`src/rtl/bf16_acc_stage.sv`:
```
`timescale 1ns/1ps
// bf16_acc_stage: sums a packet of bfloat16 products (ended by in_last) into a bf16
// accumulator and returns the sum, a sticky error code and the product count.
module bf16_acc_stage #(
  parameter int unsigned DATA_WIDTH  = 16,
  parameter int unsigned ERROR_WIDTH = 2,
  parameter int unsigned CNT_W       = 8
) (
  input  logic                   clk,
  input  logic                   rst,
  input  logic                   in_valid,
  output logic                   in_ready,
  input  logic [DATA_WIDTH-1:0]  in_data,
  input  logic [ERROR_WIDTH-1:0] in_error,
  input  logic                   in_last,
  output logic                   out_valid,
  input  logic                   out_ready,
  output logic [DATA_WIDTH-1:0]  out_data,
  output logic [ERROR_WIDTH-1:0] out_error,
  output logic [CNT_W-1:0]       out_count
);

  localparam int unsigned EXP_W  = 8;
  localparam int unsigned MAN_W  = 7;
  localparam int unsigned SIG_W  = MAN_W + 1;
  localparam int unsigned ALN_W  = SIG_W + 3;  // significand plus guard, round, sticky
  localparam int unsigned SUM_W  = ALN_W + 1;
  localparam int unsigned RSIG_W = SIG_W + 1;
  localparam int unsigned EW     = EXP_W + 2;  // exponent with carry headroom and sign
  localparam int unsigned LZ_W   = 4;
  localparam logic [DATA_WIDTH-1:0] QNAN = DATA_WIDTH'(16'h7FC0);

  typedef enum logic [2:0] {
    S_IDLE  = 3'd0,
    S_ALIGN = 3'd1,
    S_ADD   = 3'd2,
    S_NORM  = 3'd3,
    S_DONE  = 3'd4
  } state_e;

  state_e state_q, state_d;

  logic                   accept, ld_out, clr_pkt;
  logic                   in_ready_d, out_valid_d;
  logic                   in_ready_q, out_valid_q;
  logic [DATA_WIDTH-1:0]  out_data_q;
  logic [ERROR_WIDTH-1:0] out_error_q;
  logic [CNT_W-1:0]       out_count_q;

  logic [DATA_WIDTH-1:0]  acc_q, op_q;
  logic                   last_q;
  logic [CNT_W-1:0]       cnt_q;
  logic                   inv_q, ovf_q, unf_q;
  logic                   inv_d, ovf_d, unf_d;
  logic [ERROR_WIDTH-1:0] err_enc;

  logic                   a_sgn, b_sgn, a_nan, b_nan, a_inf, b_inf, b_big, big_sgn;
  logic [EXP_W-1:0]       a_exp, b_exp, big_exp, sml_exp, shamt;
  logic [MAN_W-1:0]       a_man, b_man, big_man, sml_man;
  logic [ALN_W-1:0]       big_sig, sml_sig, sml_aln;
  logic                   spec, spec_inv;
  logic [DATA_WIDTH-1:0]  spec_val;

  logic [ALN_W-1:0]       big_sig_q, sml_aln_q;
  logic [EXP_W-1:0]       exp_q;
  logic                   sgn_q, sub_q, spec_q, spec_inv_q;
  logic [DATA_WIDTH-1:0]  spec_val_q;
  logic [SUM_W-1:0]       sum_q;

  logic [LZ_W-1:0]        lz;
  logic [ALN_W-1:0]       nrm;
  logic [EW-1:0]          nexp, rexp;
  logic                   rnd_up;
  logic [RSIG_W-1:0]      rsig;
  logic [MAN_W-1:0]       rman;
  logic [DATA_WIDTH-1:0]  res;
  logic                   n_inv, n_ovf, n_unf;

  assign accept = in_valid && in_ready_q && (state_q == S_IDLE);

  // State register
  always_ff @(posedge clk) begin
    if (rst) state_q <= S_IDLE;
    else     state_q <= state_d;
  end

  // Next-state logic
  always_comb begin
    state_d = state_q;
    case (state_q)
      S_IDLE:  if (accept) state_d = S_ALIGN;
      S_ALIGN: state_d = S_ADD;
      S_ADD:   state_d = S_NORM;
      S_NORM:  state_d = last_q ? S_DONE : S_IDLE;
      S_DONE:  if (out_valid_q && out_ready) state_d = S_IDLE;
      default: state_d = S_IDLE;
    endcase
  end

  // FSM outputs: next values of the handshake registers and datapath strobes
  always_comb begin
    in_ready_d  = (state_d == S_IDLE);
    out_valid_d = (state_d == S_DONE);
    ld_out      = (state_q == S_NORM) && last_q;
    clr_pkt     = (state_q == S_DONE) && out_valid_q && out_ready;
  end

  // ALIGN: classify specials, order operands by magnitude, align the smaller one
  always_comb begin
    a_sgn = acc_q[DATA_WIDTH-1];
    a_exp = acc_q[DATA_WIDTH-2 -: EXP_W];
    a_man = acc_q[MAN_W-1:0];
    b_sgn = op_q[DATA_WIDTH-1];
    b_exp = op_q[DATA_WIDTH-2 -: EXP_W];
    b_man = op_q[MAN_W-1:0];
    a_nan = (a_exp == '1) && (a_man != '0);
    b_nan = (b_exp == '1) && (b_man != '0);
    a_inf = (a_exp == '1) && (a_man == '0);
    b_inf = (b_exp == '1) && (b_man == '0);
    b_big = {b_exp, b_man} > {a_exp, a_man};
    if (b_big) begin
      big_sgn = b_sgn; big_exp = b_exp; big_man = b_man;
      sml_exp = a_exp; sml_man = a_man;
    end else begin
      big_sgn = a_sgn; big_exp = a_exp; big_man = a_man;
      sml_exp = b_exp; sml_man = b_man;
    end
    big_sig = (big_exp == '0) ? '0 : {1'b1, big_man, 3'b000};
    sml_sig = (sml_exp == '0) ? '0 : {1'b1, sml_man, 3'b000};
    shamt   = big_exp - sml_exp;
    if (shamt >= EXP_W'(ALN_W)) begin
      sml_aln = {{(ALN_W-1){1'b0}}, |sml_sig};
    end else begin
      sml_aln    = sml_sig >> shamt;
      sml_aln[0] = sml_aln[0] | (|(sml_sig & ~({ALN_W{1'b1}} << shamt)));
    end
    spec     = 1'b0;
    spec_inv = 1'b0;
    spec_val = '0;
    if (a_nan || b_nan || (a_inf && b_inf && (a_sgn != b_sgn))) begin
      spec = 1'b1; spec_inv = 1'b1; spec_val = QNAN;
    end else if (a_inf) begin
      spec = 1'b1; spec_val = acc_q;
    end else if (b_inf) begin
      spec = 1'b1; spec_val = op_q;
    end
  end

  // NORM: normalise, round to nearest even, then range-check the exponent
  always_comb begin
    lz = LZ_W'(ALN_W);
    for (int i = 0; i < int'(ALN_W); i++) begin
      if (sum_q[i]) lz = LZ_W'(int'(ALN_W) - 1 - i);
    end
    if (sum_q[SUM_W-1]) begin
      nrm  = {sum_q[SUM_W-1:2], sum_q[1] | sum_q[0]};
      nexp = EW'(exp_q) + EW'(1);
    end else begin
      nrm  = sum_q[ALN_W-1:0] << lz;
      nexp = EW'(exp_q) - EW'(lz);
    end
    rnd_up = nrm[2] && (nrm[1] || nrm[0] || nrm[3]);
    rsig   = {1'b0, nrm[ALN_W-1:3]} + RSIG_W'(rnd_up);
    if (rsig[RSIG_W-1]) begin
      rman = '0;
      rexp = nexp + EW'(1);
    end else begin
      rman = rsig[MAN_W-1:0];
      rexp = nexp;
    end
    n_inv = 1'b0;
    n_ovf = 1'b0;
    n_unf = 1'b0;
    if (spec_q) begin
      res   = spec_val_q;
      n_inv = spec_inv_q;
    end else if (sum_q == '0) begin
      res = '0;
    end else if (!rexp[EW-1] && (rexp >= EW'(255))) begin
      res   = {sgn_q, {EXP_W{1'b1}}, {MAN_W{1'b0}}};
      n_ovf = 1'b1;
    end else if (rexp[EW-1] || (rexp == '0)) begin
      res   = '0;
      n_unf = 1'b1;
    end else begin
      res = {sgn_q, rexp[EXP_W-1:0], rman};
    end
  end

  // Sticky error flags: multiplier errors at accept, arithmetic errors at NORM
  always_comb begin
    inv_d = inv_q;
    ovf_d = ovf_q;
    unf_d = unf_q;
    if (accept) begin
      inv_d = inv_d | (in_error == ERROR_WIDTH'(3));
      ovf_d = ovf_d | (in_error == ERROR_WIDTH'(1));
      unf_d = unf_d | (in_error == ERROR_WIDTH'(2));
    end
    if (state_q == S_NORM) begin
      inv_d = inv_d | n_inv;
      ovf_d = ovf_d | n_ovf;
      unf_d = unf_d | n_unf;
    end
    if (clr_pkt) begin
      inv_d = 1'b0;
      ovf_d = 1'b0;
      unf_d = 1'b0;
    end
    if (inv_d)      err_enc = ERROR_WIDTH'(3);
    else if (ovf_d) err_enc = ERROR_WIDTH'(1);
    else if (unf_d) err_enc = ERROR_WIDTH'(2);
    else            err_enc = '0;
  end

  // Handshake and result registers
  always_ff @(posedge clk) begin
    if (rst) begin
      in_ready_q  <= 1'b0;
      out_valid_q <= 1'b0;
      out_data_q  <= '0;
      out_error_q <= '0;
      out_count_q <= '0;
    end else begin
      in_ready_q  <= in_ready_d;
      out_valid_q <= out_valid_d;
      if (ld_out) begin
        out_data_q  <= res;
        out_error_q <= err_enc;
        out_count_q <= cnt_q;
      end
    end
  end

  // Datapath registers
  always_ff @(posedge clk) begin
    if (rst) begin
      acc_q      <= '0;
      op_q       <= '0;
      last_q     <= 1'b0;
      cnt_q      <= '0;
      inv_q      <= 1'b0;
      ovf_q      <= 1'b0;
      unf_q      <= 1'b0;
      big_sig_q  <= '0;
      sml_aln_q  <= '0;
      exp_q      <= '0;
      sgn_q      <= 1'b0;
      sub_q      <= 1'b0;
      spec_q     <= 1'b0;
      spec_inv_q <= 1'b0;
      spec_val_q <= '0;
      sum_q      <= '0;
    end else begin
      inv_q <= inv_d;
      ovf_q <= ovf_d;
      unf_q <= unf_d;
      if (accept) begin
        op_q   <= in_data;
        last_q <= in_last;
        cnt_q  <= cnt_q + CNT_W'(1);
      end
      if (state_q == S_ALIGN) begin
        big_sig_q  <= big_sig;
        sml_aln_q  <= sml_aln;
        exp_q      <= big_exp;
        sgn_q      <= big_sgn;
        sub_q      <= a_sgn ^ b_sgn;
        spec_q     <= spec;
        spec_inv_q <= spec_inv;
        spec_val_q <= spec_val;
      end
      if (state_q == S_ADD) begin
        sum_q <= sub_q ? ({1'b0, big_sig_q} - {1'b0, sml_aln_q})
                       : ({1'b0, big_sig_q} + {1'b0, sml_aln_q});
      end
      if (state_q == S_NORM) acc_q <= res;
      if (clr_pkt) begin
        acc_q <= '0;
        cnt_q <= '0;
      end
    end
  end

  assign in_ready  = in_ready_q;
  assign out_valid = out_valid_q;
  assign out_data  = out_data_q;
  assign out_error = out_error_q;
  assign out_count = out_count_q;

endmodule

```
`config.mk`:
```
export PLATFORM = sky130hd
export DESIGN_NAME = bf16_acc_stage
export DESIGN_NICKNAME = d
export VERILOG_FILES = /design/src/rtl/bf16_acc_stage.sv
export SDC_FILE = /design/constraint.sdc
export NUM_CORES = 1
export LEC_CHECK = 0
export ABC_AREA = 1
export BUFFER_PORTS_ARGS = -buffer_cell sky130_fd_sc_hd__buf_2
export CAP_MARGIN = 20
export CORE_UTILIZATION = 45
export DETAILED_ROUTE_END_ITERATION = 16
export SETUP_SLACK_MARGIN = 0.4
export SLEW_MARGIN = 15
export SYNTH_ARGS = -nofsm -noshare
export SYNTH_HDL_FRONTEND = slang
export SYNTH_SLANG_ARGS = --single-unit
```
`constraint.sdc`:
```
create_clock -name clk -period 6.3 [get_ports clk]
set_input_delay 0.315 -clock clk [delete_from_list [all_inputs] [get_ports clk]]
set_output_delay 0.315 -clock clk [all_outputs]
set_load 0.01 [all_outputs]
```
; Yosys cells after proc, flatten, opt, wreduce, memory -nomap -nowiden
; Index checks and enable logic that the tools add are counted.
[totals]
out_inout_bits = 28
in_bits = 23
register_bits = 137
[op_classes]
shifts = 3
n_lt_le_gt_ge = 3
n_reduce_logical = 33
add_sub_neg = 8
muxes = 59
n_eq_ne = 11
bitwise = 11
[ops]
columns = op, count
row1 = $mux W16, 7
row2 = $mux W11, 4
row3 = $mux W4, 10
row4 = $mux W1, 23
row5 = $reduce_or A11 Y1, 2
row6 = $mux W7, 3
row7 = $mux W10, 2
row8 = $eq A8 B8 Y1 const B, 2
row9 = $logic_not A8 Y1, 2
row10 = $mux W8, 2
row11 = $gt A15 B15 Y1, 1
row12 = $pmux W3 S5, 1
row13 = $logic_and A1 B1 Y1, 14
row14 = $logic_not A7 Y1, 2
row15 = $reduce_bool A7 Y1, 2
row16 = $add A11 B11 Y12, 1
row17 = $logic_not A12 Y1, 1
row18 = $mux W12, 1
row19 = $sub A11 B11 Y12, 1
row20 = $and A11 B11 Y11, 1
row21 = $not A11 Y11, 1
row22 = $shl A11 B4 Y11, 1
row23 = $shl A11 B8 Y11 const A, 1
row24 = $shr A11 B8 Y11, 1
row25 = other kinds (23), 42

; Logic depth before layout (Yosys ltp)
; Gate-level depths: netlist of the first run.
[depth]
ltp_word = 30
mapped_depth = 35

; Worst setup path before layout of the first run
; OpenSTA, ideal clock, no wires.
[synth_timing]
path_kind = register to register
startpoint = reg sum_q[0]
endpoint = reg acc_q[2]
t_arrival_ns = 3.599
path_stages_with_launch = 32
period_less_slack_ns = 3.709
required_ns = 6.190
path_slack_ns = 2.591
path_buffers = 1
cell_sequence = dfxtp_1 > nand2_1 > nand2_1 > nand2_1 > nand2_1 > nand2_1 > nand2_1 > nand2_2 > nand2_4 > nand2_4 > ha_1 > fa_1 > or2_2 > nand2_1 > a21oi_1 > o21ai_0 > xor2_1 > nor2_1 > nand3_1 > xnor2_1 > nand3_1 > nand2_1 > nand2_1 > nor2_1 > nand2_1 > nand2_2 > nand2_2 > buf_6 > nand3_1 > o211ai_1 > nand2_1 > inv_1
[synth_between]
elab_chain_len = 24
[synth_rtl]
columns = element, line_no
row1 = from (decl), 68  ; logic [SUM_W-1:0] sum_q;
row2 = from (signal assigned), 274  ; sum_q <= sub_q ? ({1'b0, big_sig_q} - {1'b0, sml_aln_q})
row3 = branches (longest 22 deep; another with $sub A8 B4 Y9), n/a
row4 = $mux W16 *, 177  ; end else if (sum_q == '0) begin
row5 = $mux W16 *, 174  ; if (spec_q) begin
row6 = to (signal assigned), 277  ; if (state_q == S_NORM) acc_q <= res;
row7 = to (decl), 50  ; logic [DATA_WIDTH-1:0] acc_q, op_q;
; Mark *: on every way between the ends.
; A chain may end at the register's enable or synchronous reset.

; Worst setup path in the final report of the first run
[layout_timing]
startpoint = reg sum_q[3]
endpoint = reg out_data_q[11], in the netlist out_data[11]
[layout_between]
elab_chain_len = 21
[layout_rtl]
columns = element, line_no
row1 = branches (longest 19 deep; another with $add A10 B1 Y10), n/a
row2 = $mux W16 *, 177
row3 = $mux W16 *, 174
row4 = to (signal assigned), 228  ; out_data_q <= res;
row5 = to (decl), 46  ; logic [DATA_WIDTH-1:0] out_data_q;
; Marks and branches as above.

==> impl_summary.log, run 1 <==
[metrics] wire length of the first global-routing pass: 42,220 um
[metrics] number of violations of the max-capacitance limit: 0
[metrics] number of nets in the final layout: between 1,000 and 1,500
[metrics] Power Dens Cells: roughly 390 nW/um^2
[metrics] # H-tree levels: 4
[metrics] total length of routed met3 wires: between 1000 and 1500 um
[metrics] worst slew slack as a fraction of its limit: 42.75%
[metrics] area share of xor/xnor cells in the synthesized design: 3.561%
[metrics] capture point of the worst reg-to-reg path: out_data[11]
[metrics] filler cell count in the final layout: between 2,000 and 2,500
[metrics] clock latency on the worst-skew pair: between 400 and 500 ps
[metrics] slew at the pin with the worst max-slew slack: 857.8 ps
[metrics] f_max: ~0.23 GHz
[metrics] router iterations before antenna repair: 5
[metrics] setup slack of the worst register-to-register path: between 1500 and 2000 ps
[metrics] share of post-route cells with drive strength above 1: 10.05%
[metrics] share of synthesized area occupied by flip-flops and latches: between 30% and 40%
[metrics] YS warnings: 0
[metrics] DRC: 0
[metrics] number of different library cells in the post-synthesis netlist: 47
[metrics] Max Root-Sink Buffers: 2
[metrics] Via Count: approximately 9,000
[metrics] met1 wire length: approximately 13,000 um
[metrics] EDFF count, synth: 0
[metrics] synthesized cell area: ~9000 sq um
[metrics] commonest cells in the synthesized netlist: sky130_fd_sc_hd__nand2_1 (306), sky130_fd_sc_hd__inv_1 (208), sky130_fd_sc_hd__dfxtp_1 (134)
[metrics] overall routed net length: between 20,000 and 30,000 um
[metrics] relative area change from synthesis to final layout: 11.53%
[metrics] share of synthesized area spent on multiplexers: 0%
[metrics] Critical Path RT: 6690 ps
[metrics] endpoint kind of the worst setup timing path: flip-flop
[metrics] clock skew: roughly 11 ps
[metrics] Total Power: slightly below 4 mW
[metrics] # port buffers: 50
[metrics] critical path start-end classification: reg -> reg
[metrics] shortest period the worst path allows: 4427 ps
[metrics] initial antenna violation count: 0
[metrics] CTS buffer count: 17
[metrics] Post-Route Setup TNS: 0 ps
[metrics] run status: finished clean
[metrics] placeable core region: approximately 19,000 sq um
[metrics] number of global-route vias before repair: around 8,200
[metrics] std cell rows: 50
[metrics] horizontal die dimension: 142.3 um
[metrics] Gates resized, CTS repair: 0
[metrics] metal2 WL: between 10,000 and 15,000 um
[metrics] HPWL reported at the end of detailed placement: a little under 20,000 um
[metrics] maximum number of pins on one net before global-route repair: 62
[metrics] I/O pin count: 51
[metrics] hold depth: 3
[metrics] Ant. Diodes: 0
[metrics] fraction of the mapped netlist area in adder cells: 5.172%
[metrics] leftover overflow at the end of global routing: 0
[metrics] clock tree from TritonCTS: done
[metrics] beginning of the worst register-to-register path: sum_q[3]
[metrics] cell at the root of the clock tree: sky130_fd_sc_hd__clkbuf_16
[metrics] startpoint of the lowest-slack hold path: in_last
[metrics] average size of a mapped cell: 6.439 sq um
[metrics] Clk pin slew, worst setup/hold paths: around 70 ps
[metrics] Synthesized Nets: 1,434
[metrics] Worst Reg-to-Reg Cells: 27
[metrics] compound-cell area share of the yosys netlist: 20.17%
[metrics] height of the die: between 100 and 150 um
[metrics] via count normalized by instance count: around 5.3
[metrics] mean routed wirelength per cell: about 15 um
[metrics] crit path DAT: 4820 ps
[metrics] largest cells by area after synthesis: sky130_fd_sc_hd__dfxtp_1 (30%), sky130_fd_sc_hd__nand2_1 (13%), sky130_fd_sc_hd__inv_1 (8.8%), sky130_fd_sc_hd__a21oi_1 (7.5%), sky130_fd_sc_hd__nand3_1 (5.7%)
[metrics] main combinational cell family by area after synthesis: simple AND/OR/NAND/NOR gates
[metrics] global placer's final weighted congestion: around 1
[metrics] most instantiated library cell after synthesis: sky130_fd_sc_hd__nand2_1
[metrics] maximum fanout encountered on the critical timing path: 13
[metrics] initial detailed-routing violation count: roughly 660
[metrics] Post CTS Setup Buffer Count: 0
[metrics] Lkg Pwr: 4.688 nW
[metrics] global router's overall resource usage: a little over a quarter
[metrics] share of the synthesized area in the top cell type: between 30% and 40%
[metrics] highest metal layer with signal wires: met4
[metrics] predominant post-synthesis flop cell: sky130_fd_sc_hd__dfxtp_1
[metrics] register bit total from synthesis: approximately 130
[metrics] async set-or-reset flop fraction in the synthesized netlist: 0%
[metrics] number of max-slew violations in the final report: 0
[metrics] Hold Crit Endpoint: last_q
[metrics] worst voltage drop across the vdd grid: 252.5 uV
[metrics] synthesized instance count: 1,375
[metrics] TritonCTS Sinks: 134
[metrics] area of the die: just over 20,000 sq um
[metrics] Simple-Gate Fraction of Synth Area: between 20% and 30%
[metrics] worst min-delay path category: in -> reg
[metrics] ratio of final minimum period to clock period: a little over two thirds
[metrics] Critical Path Start Type: flip-flop
[metrics] library cell with the largest summed area after synthesis: sky130_fd_sc_hd__dfxtp_1
[metrics] Final Hold Vio Count: 0
[metrics] RSZ-0062 raised after global routing: no
[metrics] initial core utilization: between 40% and 50%
[metrics] Post-CTS Hold Buffers: 0
[metrics] antenna-violating nets left: 0
[metrics] final setup fails: 0
-- per-layer routing --
| metal | global-route usage (%) | vias up |
|---|---|---|
| met3 | 4.374 | 40 |
| met1 | 38.55 | 4041 |
| met4 | 7.244 | 0 |
| li1 | - | 4549 |
| met2 | 40.61 | 217 |
| met5 | 0 | - |
-- flip-flops by register name, summed over array words and instances, names as in the netlist, 2 cells and up --
register and flops:
cnt_q 8, sum_q 12, op_q 16, acc_q 16, state_q 3, out_error 2, exp_q 8, out_data 16
out_count 8, spec_val_q 16, big_sig_q 8, sml_aln_q 11
-- critical path, stage by stage, from the launching register on --
cell and delay, ps:
sky130_fd_sc_hd__dfxtp_1 310, sky130_fd_sc_hd__nor2_1 130, sky130_fd_sc_hd__o21ai_0 100, sky130_fd_sc_hd__nand3_1 70, sky130_fd_sc_hd__nand2_1 50, sky130_fd_sc_hd__nand2_1 320, sky130_fd_sc_hd__clkinv_1 330, sky130_fd_sc_hd__fa_1 480
sky130_fd_sc_hd__or2_2 320, sky130_fd_sc_hd__nand2_1 80, sky130_fd_sc_hd__a21oi_1 80, sky130_fd_sc_hd__o21ai_0 190, sky130_fd_sc_hd__xor2_1 350, sky130_fd_sc_hd__nor2_1 120, sky130_fd_sc_hd__nand4_1 130, sky130_fd_sc_hd__xnor2_1 140
sky130_fd_sc_hd__nand3_1 100, sky130_fd_sc_hd__nand2_1 120, sky130_fd_sc_hd__nand2_1 60, sky130_fd_sc_hd__nor2_1 90, sky130_fd_sc_hd__nand2_1 70, sky130_fd_sc_hd__nand2_2 100, sky130_fd_sc_hd__nand2_2 150, sky130_fd_sc_hd__nand2_1 170
sky130_fd_sc_hd__nand2_1 110, sky130_fd_sc_hd__o211ai_1 110, sky130_fd_sc_hd__nand2_1 70, sky130_fd_sc_hd__inv_1 50
-- final cells by class --
| cell class | instances | area (sq um) | share of cell area, % |
|---|---|---|---|
| Clock inverter | 15 | 177.7 | 1.799 |
| Clock buffer | 17 | 425.4 | 4.308 |
| Tap cell | 260 | 325.3 | 3.294 |
| Multi-Input combinational cell | 961 | 5094 | 51.58 |
| Inverter | 227 | 852.1 | 8.629 |
| Timing Repair Buffer | 59 | 317.8 | 3.218 |
| Sequential cell | 134 | 2683 | 27.17 |
-- cells by family after synthesis --
group | Yosys count
and+or+nand+nor | 574
AOI/OAI and AO/OA | 315
buffers and inverters | 280
DFF | 134
xor gates and xnor gates | 36
adders and majority gates | 36
-- worst max-delay path by stage --
| stage | endpoint | from | cells past startpoint |
|---|---|---|---|
| after floorplan | acc_q[2] | sum_q[0] | 31 |
| after CTS | out_data[13] | sum_q[3] | 27 |
| after detailed placement | acc_q[0] | sum_q[3] | 26 |
| final | out_data[11] | sum_q[3] | 27 |
| after global routing | out_data[14] | sum_q[3] | 26 |
| after global placement | out_data[2] | sum_q[3] | 26 |
-- metrics by stage --
step	cell area [sq um]	std cells	hold WS (ps)	util [%]	setup slack (ps)
6_report	9874	1673	130.9	51.92	1873
3_5_place_dp	9271	1641	428.8	48.75	1929
5_1_grt	9874	1673	146.8	51.92	1380
3_3_place_gp	9271	1641	428.3	48.75	1954
4_1_cts	9874	1673	136.8	51.92	1919
2_1_floorplan	8853	1375	419.3	-	2591
-- where the power goes --
| group | internal [mW] | switching [mW] | leakage [nW] | total [mW] |
|---|---|---|---|---|
| combinational | 0.602 | 1.33 | 3.31 | 1.93 |
| clock | 0.535 | 0.467 | 0.291 | 1.00 |
| sequential | 0.898 | 0.0476 | 1.09 | 0.946 |
-- layout by cell type, fill, tap and decap left out, drive strengths merged, types with 5 or more instances in the layout --
master    n
nor3     20
nand2   319
nor4     11
o211ai   40
nand3b    5
clkbuf   17
a21oi   133
clkinv    8
o21ai   103
dfxtp   134
nor2     93
inv     233
o21a     16
nand4    18
xor2     25
nand3   102
buf      59
xnor2    11
ha       35
Power figures use the tool's default switching activity.
==> run 2: changes to the inputs <==
ABC_AREA = 0   (was 1)
clock period = 3.8 ns   (was 6.3 ns; I/O delays follow)
==> run 2 against run 1 <==
The flow now finishes with violations (setup timing). Clock power up 63%. Sequential power up 66%. Clock-buffer cell count unchanged. Sequential share of layout area down 4.3 points. Non-clock buffer count up 169. Die area down 2.4%. Critical path depth down 9. Worst hold slack worse by 120 ps.
==> impl_summary.log, run 2 <==
[metrics] startpoint of the lowest-slack hold path: in_data[6] (was in_last)
[metrics] run status: finished with violations (was finished clean)
[metrics] Lkg Pwr: 4.539 nW (was 4.688 nW)
[metrics] sequential share of power: 21.5% (was 24.4%)
[metrics] worst voltage drop across the vdd grid: 341.5 uV (was 252.5 uV)
[metrics] # H-tree levels: 4 (unchanged)
[metrics] worst min-delay path category: in -> reg (unchanged)
[metrics] Max Root-Sink Buffers: 2 (unchanged)
[metrics] worst setup path end: out_data[8] (was out_data[11])
[metrics] Final Hold Vio Count: 0 (unchanged)
[metrics] RSZ-0062 raised after global routing: yes (was no)
[metrics] switching power total: 2.892 mW (was 1.847 mW)
[metrics] Worst Reg-to-Reg Cells: 18 (was 27)
[metrics] horizontal die dimension: 140.6 um (was 142.3 um)
[metrics] std cell rows: 50 (unchanged)
[metrics] number of max-slew violations in the final report: 0 (unchanged)
[metrics] initial detailed-routing violation count: 577 (was 664)
[metrics] Critical Path Start Type: flip-flop (unchanged)
[metrics] violations in the final reports: setup timing
[metrics] worst hold-check slack: 13.99 ps (was 130.9 ps)
[metrics] router iterations before antenna repair: 5 (unchanged)
[metrics] CTS buffer count: 17 (unchanged)
[metrics] number of different library cells in the post-synthesis netlist: 79 (was 47)
[metrics] commonest cells in the synthesized netlist: sky130_fd_sc_hd__nand2_1 (145), sky130_fd_sc_hd__dfxtp_1 (134), sky130_fd_sc_hd__nor2_1 (132) (was sky130_fd_sc_hd__nand2_1 (306), sky130_fd_sc_hd__inv_1 (208), sky130_fd_sc_hd__dfxtp_1 (134))
[metrics] share of synthesized area occupied by flip-flops and latches: 31.04% (was 30.30%)
[metrics] Synthesized Nets: 1,189 (was 1,434)
[metrics] area of the die: 19,760 sq um (was 20,240 sq um)
[metrics] largest cells by area after synthesis: sky130_fd_sc_hd__dfxtp_1 (31%), sky130_fd_sc_hd__nand2_1 (6.3%), sky130_fd_sc_hd__a21oi_1 (6.0%), sky130_fd_sc_hd__nor2_1 (5.7%), sky130_fd_sc_hd__ha_1 (5.1%) (was sky130_fd_sc_hd__dfxtp_1 (30%), sky130_fd_sc_hd__nand2_1 (13%), sky130_fd_sc_hd__inv_1 (8.8%), sky130_fd_sc_hd__a21oi_1 (7.5%), sky130_fd_sc_hd__nand3_1 (5.7%))
[metrics] maximum cell stage delay along the critical path: 370 ps (was 480 ps)
[metrics] initial antenna violation count: 0 (unchanged)
[metrics] Critical Path RT: 4130 ps (was 6690 ps)
[metrics] met1 wire length: 13,190 um (was 12,890 um)
[metrics] slew at the pin with the worst max-slew slack: 1071 ps (was 857.8 ps)
[metrics] mean routed wirelength per cell: 17.49 um (was 15.30 um)
[metrics] I/O pin count: 51 (unchanged)
[metrics] Clk pwr share: 22.3% (was 25.8%)
[metrics] most common cell after layout, fill and taps aside: sky130_fd_sc_hd__buf_4 (was sky130_fd_sc_hd__nand2_1)
[metrics] Setup Slack @ Placement: -214.2 ps (was 1929 ps)
[metrics] endpoint kind of the worst setup timing path: flip-flop (unchanged)
[metrics] synthesized cell area: 8642 sq um (was 8853 sq um)
[metrics] antenna-violating nets left: 0 (unchanged)
[metrics] Core Util, Final: 63.07% (was 51.92%)
[metrics] relative area change from synthesis to final layout: 36.96% (was 11.53%)
[metrics] average size of a mapped cell: 7.648 sq um (was 6.439 sq um)
[metrics] number of global-route vias before repair: 8,295 (was 8,158)
[metrics] placeable core region: 18,770 sq um (was 19,020 sq um)
[metrics] most instantiated library cell after synthesis: sky130_fd_sc_hd__nand2_1 (unchanged)
[metrics] YS warnings: 0 (unchanged)
[metrics] beginning of the worst register-to-register path: sum_q[1] (was sum_q[3])
[metrics] overall routed net length: 27,170 um (was 25,600 um)
[metrics] maximum number of pins on one net before global-route repair: 66 (was 62)
[metrics] share of the synthesized area in the top cell type: 31.04% (was 30.30%)
[metrics] Total Power: 7.300 mW (was 3.883 mW)
[metrics] share of post-route cells with drive strength above 1: 30.93% (was 10.05%)
[metrics] number of violations of the max-capacitance limit: 0 (unchanged)
[metrics] register bit total from synthesis: 134 (unchanged)
[metrics] switching fraction of total power: 39.62% (was 47.57%)
[metrics] capture point of the worst reg-to-reg path: out_data[8] (was out_data[11])
[metrics] synthesized instance count: 1,130 (was 1,375)
[metrics] design internal power: 4.408 mW (was 2.036 mW)
[metrics] leftover overflow at the end of global routing: 0 (unchanged)
[metrics] cell at the root of the clock tree: sky130_fd_sc_hd__clkbuf_16 (unchanged)
[metrics] shortest period the worst path allows: 3871 ps (was 4427 ps)
[metrics] total length of routed met3 wires: 1373 um (was 1308 um)
[metrics] async set-or-reset flop fraction in the synthesized netlist: 0% (unchanged)
[metrics] critical path start-end classification: reg -> reg (unchanged)
[metrics] final setup fails: 21 (was 0)
[metrics] height of the die: 140.6 um (was 142.3 um)
[metrics] ratio of final minimum period to clock period: 101.9% (was 70.27%)
[metrics] EDFF count, synth: 0 (unchanged)
[metrics] clock tree from TritonCTS: done (unchanged)
[metrics] combinational power share: 56.1% (was 49.8%)
[metrics] chain of cells forming the critical path: buf_4 -> nor2_1 -> o31a_1 -> o31a_1 -> inv_2 -> ha_1 -> nor2b_4 -> o311ai_4 -> a31oi_1 -> xnor2_1 -> and2_4 -> and2_4 -> o2111ai_2 -> mux2_4 -> a21oi_4 -> buf_12 -> nor2_4 -> a221oi_1
[metrics] maximum fanout encountered on the critical timing path: 5 (was 13)
[metrics] clock latency on the worst-skew pair: 430 ps (was 440 ps)
[metrics] Clk pin slew, worst setup/hold paths: 60 ps (was 70 ps)
[metrics] worst slew slack as a fraction of its limit: 28.50% (was 42.75%)
[metrics] cell with the largest stage delay on the worst path: sky130_fd_sc_hd__o31a_1 (was sky130_fd_sc_hd__fa_1)
[metrics] # port buffers: 50 (unchanged)
[metrics] HPWL reported at the end of detailed placement: 20,120 um (was 19,350 um)
[metrics] Ant. Diodes: 0 (unchanged)
[metrics] clock skew: 12.50 ps (was 11.13 ps)
[metrics] number of nets in the final layout: 1,366 (was 1,459)
[metrics] TritonCTS Sinks: 134 (unchanged)
[metrics] DRC: 0 (unchanged)
[metrics] crit path DAT: 4200 ps (was 4820 ps)
[metrics] library cell with the largest summed area after synthesis: sky130_fd_sc_hd__dfxtp_1 (unchanged)
[metrics] highest metal layer with signal wires: met4 (unchanged)
[metrics] global router's overall resource usage: 27.94% (was 26.66%)
[metrics] predominant post-synthesis flop cell: sky130_fd_sc_hd__dfxtp_1 (unchanged)
[metrics] wire length of the first global-routing pass: 43,840 um (was 42,220 um)
[metrics] initial core utilization: 46.05% (was 46.55%)
[metrics] f_max: 0.2583 GHz (was 0.2259 GHz)
[metrics] setup slack of the worst register-to-register path: -70 ps (was 1870 ps)
[metrics] global placer's final weighted congestion: 0.9585 (was 0.9750)
[metrics] critical path startpoint: sum_q[1] (was sum_q[3])
[metrics] Power Dens Cells: 616.7 nW/um^2 (was 393.2 nW/um^2)
[metrics] metal2 WL: 12,180 um (was 10,930 um)
[metrics] most frequent cells in the layout: sky130_fd_sc_hd__buf_4 (144), sky130_fd_sc_hd__nand2_1 (142), sky130_fd_sc_hd__nor2_1 (127) (was sky130_fd_sc_hd__nand2_1 (306), sky130_fd_sc_hd__inv_1 (208), sky130_fd_sc_hd__dfxtp_1 (134))
[metrics] Via Count: 8,895 (was 8,847)
[metrics] Final Worst Setup Slack: -70.80 ps (was 1873 ps)
[metrics] via count normalized by instance count: 5.728 (was 5.288)
## run 2: cell types whose count changed after synthesis, moves of 11 or more
cell,delta
sky130_fd_sc_hd__inv_1,-169
sky130_fd_sc_hd__nand2_1,-161
sky130_fd_sc_hd__nand3_1,-72
sky130_fd_sc_hd__nor2_1,+46
sky130_fd_sc_hd__o211ai_1,-38
sky130_fd_sc_hd__o21ai_0,-34
sky130_fd_sc_hd__mux2i_1,+33
sky130_fd_sc_hd__a21oi_1,-29
sky130_fd_sc_hd__a211oi_1,+27
sky130_fd_sc_hd__xnor2_1,+24
sky130_fd_sc_hd__clkbuf_1,+16
sky130_fd_sc_hd__inv_2,-16
sky130_fd_sc_hd__nand2b_1,+14
sky130_fd_sc_hd__and3_1,+11
## run 2: worst max-delay path, delay by kind of cell (launching register included)
kind | cells | cell delay [ps]
DFF | 1 | 340
buffers and inverters | 3 | 380
xor gates and xnor gates | 1 | 240
AOI/OAI and AO/OA | 7 | 1690
and+or+nand+nor | 5 | 590
muxes | 1 | 300
adders and majority gates | 1 | 230
## run 2: stage by stage
step | area, sq um | setup TNS, ps | instances
finish | 11840 | -650.3 | 1553
floorplan | 8995 | -2528 | 1130
global route | 11840 | -5798 | 1553
global placement | 10180 | -186.4 | 1479
detailed placement | 10180 | -2887 | 1479
CTS | 11310 | -8.270 | 1537
## run 2: power groups by stage
stage          clock [mW]  combinational (mW)  sequential [mW]
6_report             1.63                4.10             1.57
3_5_place_dp            0                3.40             1.59
4_1_cts              1.64                3.65             1.57
5_1_grt              1.72                4.42             1.58
2_1_floorplan           0                2.31             1.56
3_3_place_gp            0                3.40             1.59
## run 2: area by class of cell
cell class,instances,area [sq um]
tap,234,292.8
inverter,41,156.4
sequential,134,2704
clock inverter,14,151.4
timing repair buffer,228,1744
clock buffer,17,425.4
multi-input combinational,885,6362
fill,1637,6932
## run 2: worst min path at each step
stage,endpoint,slack [ps],cells after the start
5_1_grt,op_q[6],10,3
6_report,op_q[6],10,3
3_5_place_dp,op_q[10],440,3
4_1_cts,op_q[6],0.07,3
3_3_place_gp,op_q[10],430,3
2_1_floorplan,op_q[10],320,2
## run 2: metal layers
layer	vias up	track usage (%)
met2	243	43.61
met5	-	0
li1	4441	-
met1	4181	40.05
met3	30	4.314
met4	0	7.265
## run 2: what timing repair did
action | in CTS | in global routing
resized for setup | 62 | 71
hold buffers | 13 | 0
gates cloned | 0 | 1
pin swaps | 32 | 31
endpoints found under the hold margin | 13 | 0
setup endpoints to repair | 47 | 47
setup buffers | 14 | 14
## run 2: cell families after synthesis
logic type / Yosys count / synth area share, %
AOI/OAI and AO/OA: 321 / 24.40
buffers and inverters: 111 / 5.212
adders and majority gates: 36 / 5.299
xor gates and xnor gates: 51 / 5.169
muxes: 44 / 5.386
and+or+nand+nor: 433 / 23.50
DFF: 134 / 31.04
